## src/rtl/bp_fe_mem_requester.sv

```systemverilog
// FE memory requester: issues fetch/fill/fence commands, tracks the 2-stage fetch pipeline, replays on miss.
// Optional per-kind miss counters are enabled by defining BP_FE_MEM_REQUESTER_PERF_EN.
module bp_fe_mem_requester #(
    parameter int vaddr_width_p = 39,
    parameter int vtag_width_p  = 27,
    parameter int ptag_width_p  = 28,
    parameter int instr_width_p = 32,
    localparam int tlb_entry_width_lp = ptag_width_p + 4,
    localparam int mem_cmd_width_lp   = 2 + vaddr_width_p + vtag_width_p + tlb_entry_width_lp,
    localparam int mem_resp_width_lp  = 4 + instr_width_p
) (
    input  logic                          clk_i,
    input  logic                          reset_n_i,
    input  logic                          redirect_v_i,
    input  logic [vaddr_width_p-1:0]      redirect_vaddr_i,
    input  logic                          fill_v_i,
    input  logic [vtag_width_p-1:0]       fill_vtag_i,
    input  logic [tlb_entry_width_lp-1:0] fill_entry_i,
    output logic                          fill_yumi_o,
    input  logic                          fence_v_i,
    input  logic                          fence_icache_i,
    output logic                          fence_yumi_o,
    output logic [mem_cmd_width_lp-1:0]   mem_cmd_o,
    output logic                          mem_cmd_v_o,
    input  logic                          mem_cmd_yumi_i,
    output logic                          mem_poison_o,
    input  logic [mem_resp_width_lp-1:0]  mem_resp_i,
    input  logic                          mem_resp_v_i,
    output logic [instr_width_p-1:0]      fetch_o,
    output logic [vaddr_width_p-1:0]      fetch_pc_o,
    output logic                          fetch_v_o,
    input  logic                          fetch_ready_i,
    output logic                          itlb_miss_o,
    output logic                          exc_v_o,
    output logic [1:0]                    exc_code_o,
    output logic [vaddr_width_p-1:0]      exc_vaddr_o
`ifdef BP_FE_MEM_REQUESTER_PERF_EN
    ,
    output logic [31:0]                   icache_miss_cnt_o,
    output logic [31:0]                   itlb_miss_cnt_o
`endif
);

    typedef enum logic [1:0] {IDLE, RUN, TLB_WAIT, FAULT} state_e;
    typedef enum logic [1:0] {
        OP_FETCH        = 2'd0,
        OP_TLB_FILL     = 2'd1,
        OP_ICACHE_FENCE = 2'd2,
        OP_TLB_FENCE    = 2'd3
    } mem_op_e;

    localparam logic [vaddr_width_p-1:0] pc_step_lp = vaddr_width_p'(4);

    state_e                   state;
    logic [vaddr_width_p-1:0] pc, s1_pc, s2_pc, exc_vaddr_r;
    logic                     s1_v, s2_v;
    logic [1:0]               exc_code_r;

    // Response layout, MSB first: access fault, page fault, itlb miss, icache miss, data
    logic                     resp_access_fault, resp_page_fault, resp_itlb_miss, resp_icache_miss;
    logic [instr_width_p-1:0] resp_data;
    assign {resp_access_fault, resp_page_fault, resp_itlb_miss, resp_icache_miss, resp_data} = mem_resp_i;

    logic resp_live, resp_bad, resp_clean, cmd_accept;
    assign resp_live  = mem_resp_v_i & s2_v & ~redirect_v_i;
    assign resp_bad   = resp_live & (resp_access_fault | resp_page_fault | resp_itlb_miss
                                     | resp_icache_miss | ~fetch_ready_i);
    assign resp_clean = resp_live & ~resp_bad;

    mem_op_e                       cmd_op;
    logic [vaddr_width_p-1:0]      cmd_vaddr;
    logic [vtag_width_p-1:0]       cmd_vtag;
    logic [tlb_entry_width_lp-1:0] cmd_entry;

    // A bad response or a redirect suppresses the command in the same cycle it is seen
    always_comb begin
        mem_cmd_v_o = 1'b0;
        cmd_op      = OP_FETCH;
        cmd_vaddr   = '0;
        cmd_vtag    = '0;
        cmd_entry   = '0;
        if (!redirect_v_i) begin
            case (state)
                IDLE: if (fence_v_i && !s1_v && !s2_v) begin
                    mem_cmd_v_o = 1'b1;
                    cmd_op      = fence_icache_i ? OP_ICACHE_FENCE : OP_TLB_FENCE;
                end
                RUN: begin
                    mem_cmd_v_o = ~resp_bad;
                    cmd_vaddr   = pc;
                end
                TLB_WAIT: if (fill_v_i) begin
                    mem_cmd_v_o = 1'b1;
                    cmd_op      = OP_TLB_FILL;
                    cmd_vtag    = fill_vtag_i;
                    cmd_entry   = fill_entry_i;
                end
                default: ;
            endcase
        end
    end

    assign cmd_accept   = mem_cmd_v_o & mem_cmd_yumi_i;
    assign mem_cmd_o    = mem_cmd_v_o ? {cmd_op, cmd_vaddr, cmd_vtag, cmd_entry} : '0;
    assign fence_yumi_o = cmd_accept & (state == IDLE);
    assign fill_yumi_o  = cmd_accept & (state == TLB_WAIT);
    assign mem_poison_o = redirect_v_i | resp_bad;

    assign fetch_v_o    = resp_clean;
    assign fetch_o      = resp_clean ? resp_data : '0;
    assign fetch_pc_o   = resp_clean ? s2_pc : '0;

    assign itlb_miss_o  = (state == TLB_WAIT);
    assign exc_v_o      = (state == FAULT);
    assign exc_code_o   = exc_code_r;
    assign exc_vaddr_o  = exc_vaddr_r;

    // Pipeline stages only advance in RUN; elsewhere nothing is in flight
    always_ff @(posedge clk_i or negedge reset_n_i) begin
        if (!reset_n_i) begin
            state       <= IDLE;
            pc          <= '0;
            s1_pc       <= '0;
            s2_pc       <= '0;
            s1_v        <= 1'b0;
            s2_v        <= 1'b0;
            exc_code_r  <= 2'b00;
            exc_vaddr_r <= '0;
        end else if (redirect_v_i) begin
            state <= RUN;
            pc    <= redirect_vaddr_i;
            s1_v  <= 1'b0;
            s2_v  <= 1'b0;
        end else begin
            s1_v <= 1'b0;
            s2_v <= 1'b0;
            case (state)
                RUN: begin
                    s1_v  <= cmd_accept;
                    s2_v  <= s1_v & ~mem_poison_o;
                    s2_pc <= s1_pc;
                    if (cmd_accept) begin
                        s1_pc <= pc;
                        pc    <= pc + pc_step_lp;
                    end
                    if (resp_bad) begin
                        if (resp_access_fault) begin
                            exc_code_r  <= 2'b01;
                            exc_vaddr_r <= s2_pc;
                            state       <= FAULT;
                        end else if (resp_page_fault) begin
                            exc_code_r  <= 2'b10;
                            exc_vaddr_r <= s2_pc;
                            state       <= FAULT;
                        end else if (resp_itlb_miss) begin
                            pc          <= s2_pc;
                            exc_vaddr_r <= s2_pc;
                            state       <= TLB_WAIT;
                        end else begin
                            pc <= s2_pc;
                        end
                    end
                end
                TLB_WAIT: if (cmd_accept) state <= RUN;
                FAULT:    state <= IDLE;
                default:  ;
            endcase
        end
    end

`ifdef BP_FE_MEM_REQUESTER_PERF_EN
    logic icache_miss_evt, itlb_miss_evt;
    assign itlb_miss_evt   = resp_bad & resp_itlb_miss & ~resp_access_fault & ~resp_page_fault;
    assign icache_miss_evt = resp_bad & resp_icache_miss & ~resp_itlb_miss
                             & ~resp_access_fault & ~resp_page_fault;

    // Saturating counters; only reset clears them
    always_ff @(posedge clk_i or negedge reset_n_i) begin
        if (!reset_n_i) begin
            icache_miss_cnt_o <= '0;
            itlb_miss_cnt_o   <= '0;
        end else begin
            if (icache_miss_evt && icache_miss_cnt_o != 32'hFFFF_FFFF)
                icache_miss_cnt_o <= icache_miss_cnt_o + 32'd1;
            if (itlb_miss_evt && itlb_miss_cnt_o != 32'hFFFF_FFFF)
                itlb_miss_cnt_o <= itlb_miss_cnt_o + 32'd1;
        end
    end
`endif

endmodule

```

## config.mk

```make
export PLATFORM = sky130hd
export DESIGN_NAME = bp_fe_mem_requester
export DESIGN_NICKNAME = d
export VERILOG_FILES = /design/src/rtl/bp_fe_mem_requester.sv
export SDC_FILE = /design/constraint.sdc
export NUM_CORES = 1
export LEC_CHECK = 0
export BUFFER_PORTS_ARGS = -buffer_cell sky130_fd_sc_hd__buf_2
export CAP_MARGIN = 20
export CELL_PAD_IN_SITES_DETAIL_PLACEMENT = 1
export CELL_PAD_IN_SITES_GLOBAL_PLACEMENT = 2
export CORE_MARGIN = 8
export CORE_UTILIZATION = 30
export DETAILED_ROUTE_END_ITERATION = 10
export MAX_ROUTING_LAYER = met4
export PLACE_DENSITY = 0.85
export SETUP_SLACK_MARGIN = 0.2
export SKIP_LAST_GASP = 1
export SYNTH_ARGS = -nofsm -noshare
export SYNTH_HDL_FRONTEND = slang
export SYNTH_SLANG_ARGS = --single-unit
```

## constraint.sdc

```tcl
create_clock -name clk_i -period 8.8 [get_ports clk_i]
set_input_delay 1.76 -clock clk_i [delete_from_list [all_inputs] [get_ports clk_i]]
set_output_delay 1.76 -clock clk_i [all_outputs]
set_load 0.005 [all_outputs]
```

==> flow_summary_export.csv <==
group,metric,value,unit
sta,tightest_slew,1.03,ns
yosys,synth_mux_area_frac,0.100,
clocking,cts_tree,"done",
floorplanning,start_util,0.304,
drt,drt_iter0_drc,426,
worst_setup_path,cpMostUsedCell,"buf_2",
layout,synthToLayoutAreaGrowth,30.8,%
drt,drtAntennaViolNets,0,
worst_setup_path,crit_path_max_incr_delay,0.59,ns
yosys,synth_top_family_by_area,"simple AND/OR/NAND/NOR gates",
grt,gr-total-overflow,0,
pwr,p_int,1.55,mW
yosys,yosys.cell_types.count,63,
yosys,yosys_register_bits,162,
sta,slew_headroom,0.311,
grt,grt_pass1_wl,58.3,mm
pwr,p_leak,6.09,nW
worst_setup_path,cp_max_fo,59,
drt,drc,0,
sta,min_period,6.17,ns
clocking,ctsHtreeMaxLevel,4,
sta,finClkSkew,0.0258,ns
placed_design,io_buffers,361,
drt,drt-pass1-iter-count,4,
yosys,yosys.area.top_type,"dfrtp_1",
clocking,cts-buffers-inserted,17,
worst_setup_path,cpMaxStageDelayCell,"inv_1",
yosys,syn_area_per_cell,9.13,µm²
placed_design,preCtsSetupSlack,2.23,ns
yosys,syn_nets,1128,
yosys,synth.most_common_cell,"nand2_1",
yosys,synth_adder_area_share,0.00139,
sta,grt_setup_unrepaired,"no",
clocking,root_buffer,"clkbuf_16",
yosys,synth_compound_area_frac,0.104,
worst_setup_path,required,7.04,ns
clocking,cts_post_setup_buffers_inserted,0,
layout,drive_above_1_share,0.388,
yosys,ys_warn_count,0,
yosys,yosys.area_share.simple,0.279,
grt,grt_antenna_before_repair,5,
floorplanning,rows,63,
yosys,postSynthCellCount,984,
clocking,clockBufferDepth,2,
yosys,synth-xor-area-share,0.0253,
yosys,synth_common_cells,"nand2_1 (185), dfrtp_1 (162), and2_1 (133)",
placed_design,place.gp.congestion,0.889,
yosys,synth.area.top_cells,"dfrtp_1 (45%), mux2_2 (9.8%), and2_1 (9.3%), nand2_1 (7.7%), and3_1 (2.9%)",
sta,max_freq,0.162,GHz
grt,first_global_vias,9186,
pwr,max-vdd-ir-drop,0.0902,mV
run_status,outcome,"completed",
sta,setup_viol,0,
yosys,ys.flop_type,"dfrtp_1",
worst_setup_path,path_cells,"buf_2, or3b_1, o221ai_1, nand3_1, inv_1, and3_1, buf_4, and2_1, buf_2",
sta,worst_slack,2.63,ns
floorplanning,die_h,189,µm
sta,setup-tns-final,0,ns
clocking,cts_resized,0,
pwr,p_total,2.27,mW
yosys,async_flop_share,1.00,
pwr,power_density,193,nW/µm²
sta,hold_viol_final,0,
worst_hold_path,hp-class,"reg2reg",
yosys,syn-cell-area,8990,µm²
drt,wl_per_cell,22.3,µm
pwr,p_sw_frac,0.317,
clocking,clk_latency,0.44,ns
clocking,clkSlewWorstSetupHoldPaths,0.07,ns
worst_setup_path,startpoint_type,"primary input",
grt,grt_max_degree,76,
clocking,cts.sink_count,162,
drt,vias,8618,
run,max_cap_violations,0,
floorplanning,dieArea,35800,µm²
floorplanning,io-pin-count,362,
drt,viasPerCell,5.03,
yosys,ys_seq_area_frac,0.451,
yosys,netlist.area_leader.share,0.451,
worst_setup_path,crit_arrival,4.41,ns
layout,nets,1451,
floorplanning,die_w,189,µm
pwr,pwr-share-clk,0.345,
sta,fin_crit_sh,0.702,
pwr,switching_power,0.719,mW
floorplanning,coreArea,29600,µm²
pwr,pwr-share-comb,0.185,
clocking,cts_hold_buf,0,
grt,grt_use_total,0.216,
pwr,seqPwrFrac,0.470,
sta,report.final.slew_viol_count,0,
drt,drt_wl_total,38.2,mm
worst_setup_path,cp-end-kind,"output port",
worst_setup_path,crit_type,"in2out",
sta,holdWs,0.467,ns
placed_design,dp_hpwl,27.7,mm
yosys,synth_enable_flop_cells,0,
[placed cells by master, fill, tap and decap left out, drive strengths merged, types with 3 or more instances in the layout]
master / count
o21ai: 41
o221ai: 3
a21oi: 46
xnor2: 9
dfrtp: 162
nor3b: 3
nor4: 6
buf: 379
a22o: 10
nor2: 37
and4: 4
diode: 3
and2: 134
xor2: 17
or4: 6
o2bb2ai: 8
mux2: 78
nand3: 35
nand4: 8
or3: 5
and3: 42
o311ai: 10
clkinv: 5
nand2: 186
inv: 15
a31oi: 4
clkbuf: 19
nor3: 16
[layout make-up]
class	count	area, µm²
multi-input cells	737	4610
clock inverters	14	169
fillers	3555	17800
clock buffers	18	429
inverters	9	33.8
repair buffers	380	1960
flip-flops and latches	162	4050
well taps	390	488
diodes	3	7.51
[logic make-up after synthesis]
| family | after synthesis |
|---|---|
| buffers and inverters | 85 |
| AND/OR/NAND/NOR | 488 |
| multiplexers | 80 |
| XOR/XNOR | 26 |
| flip-flops | 162 |
| adder cells (fa/ha/maj) | 1 |
| AO/OA/AOI/OAI | 142 |
[metrics by stage]
stage / util / instance area (µm²) / cells
6_report: 0.398 / 11800 / 1713
5_1_grt: 0.398 / 11800 / 1713
4_1_cts: 0.397 / 11700 / 1708
3_5_place_dp: 0.377 / 11100 / 1676
3_3_place_gp: 0.377 / 11100 / 1676
2_1_floorplan: - / 8990 / 984
[flip-flops by register name, summed over array words and instances, names as in the netlist]
signal	cells
exc_code_o	2
exc_vaddr_o	39
pc	39
s1_pc	39
s1_v	1
s2_pc	39
s2_v	1
state	2
[critical path, delay by kind of cell]
family / cells / cell delay (ns)
and+or+nand+nor: 4 / 1.22
AOI/OAI and AO/OA: 1 / 0.22
buffers and inverters: 4 / 1.19
[worst paths after layout]
path                                          endpoint  slack (ns)             startpoint  cells past startpoint
min reg2reg                      s2_pc[27]$_DFFE_PN0P_        0.47  s1_pc[27]$_DFFE_PN0P_                      2
min in group asynchronous  exc_vaddr_o[36]$_DFFE_PN0P_        1.32              reset_n_i                      1
max in group asynchronous            pc[8]$_DFFE_PN0N_        6.32              reset_n_i                      2
min                              s2_pc[27]$_DFFE_PN0P_        0.47  s1_pc[27]$_DFFE_PN0P_                      2
max reg2reg                      s1_pc[12]$_DFFE_PN0P_        5.53         s2_v$_DFF_PN0_                      6
max                                      mem_cmd_o[26]        2.63         mem_resp_i[33]                      9
[power by group through the flow]
stage	sequential, mW	clock [mW]	combinational, mW
floorplan	1.03	0	0.236
CTS	1.07	0.802	0.430
global route	1.09	0.833	0.468
detailed placement	1.08	0	0.427
global placement	1.07	0	0.413
finish	1.07	0.784	0.419
[layer usage]
layer	GRT usage	up-vias	share of wire
met3	0.0372	34	0.054
met4	0.0695	0	0.023
met5	-	-	0
met1	0.254	4307	0.41
met2	0.372	270	0.51
li1	-	4007	-
Note: power is estimated with default switching activity, not from simulation.
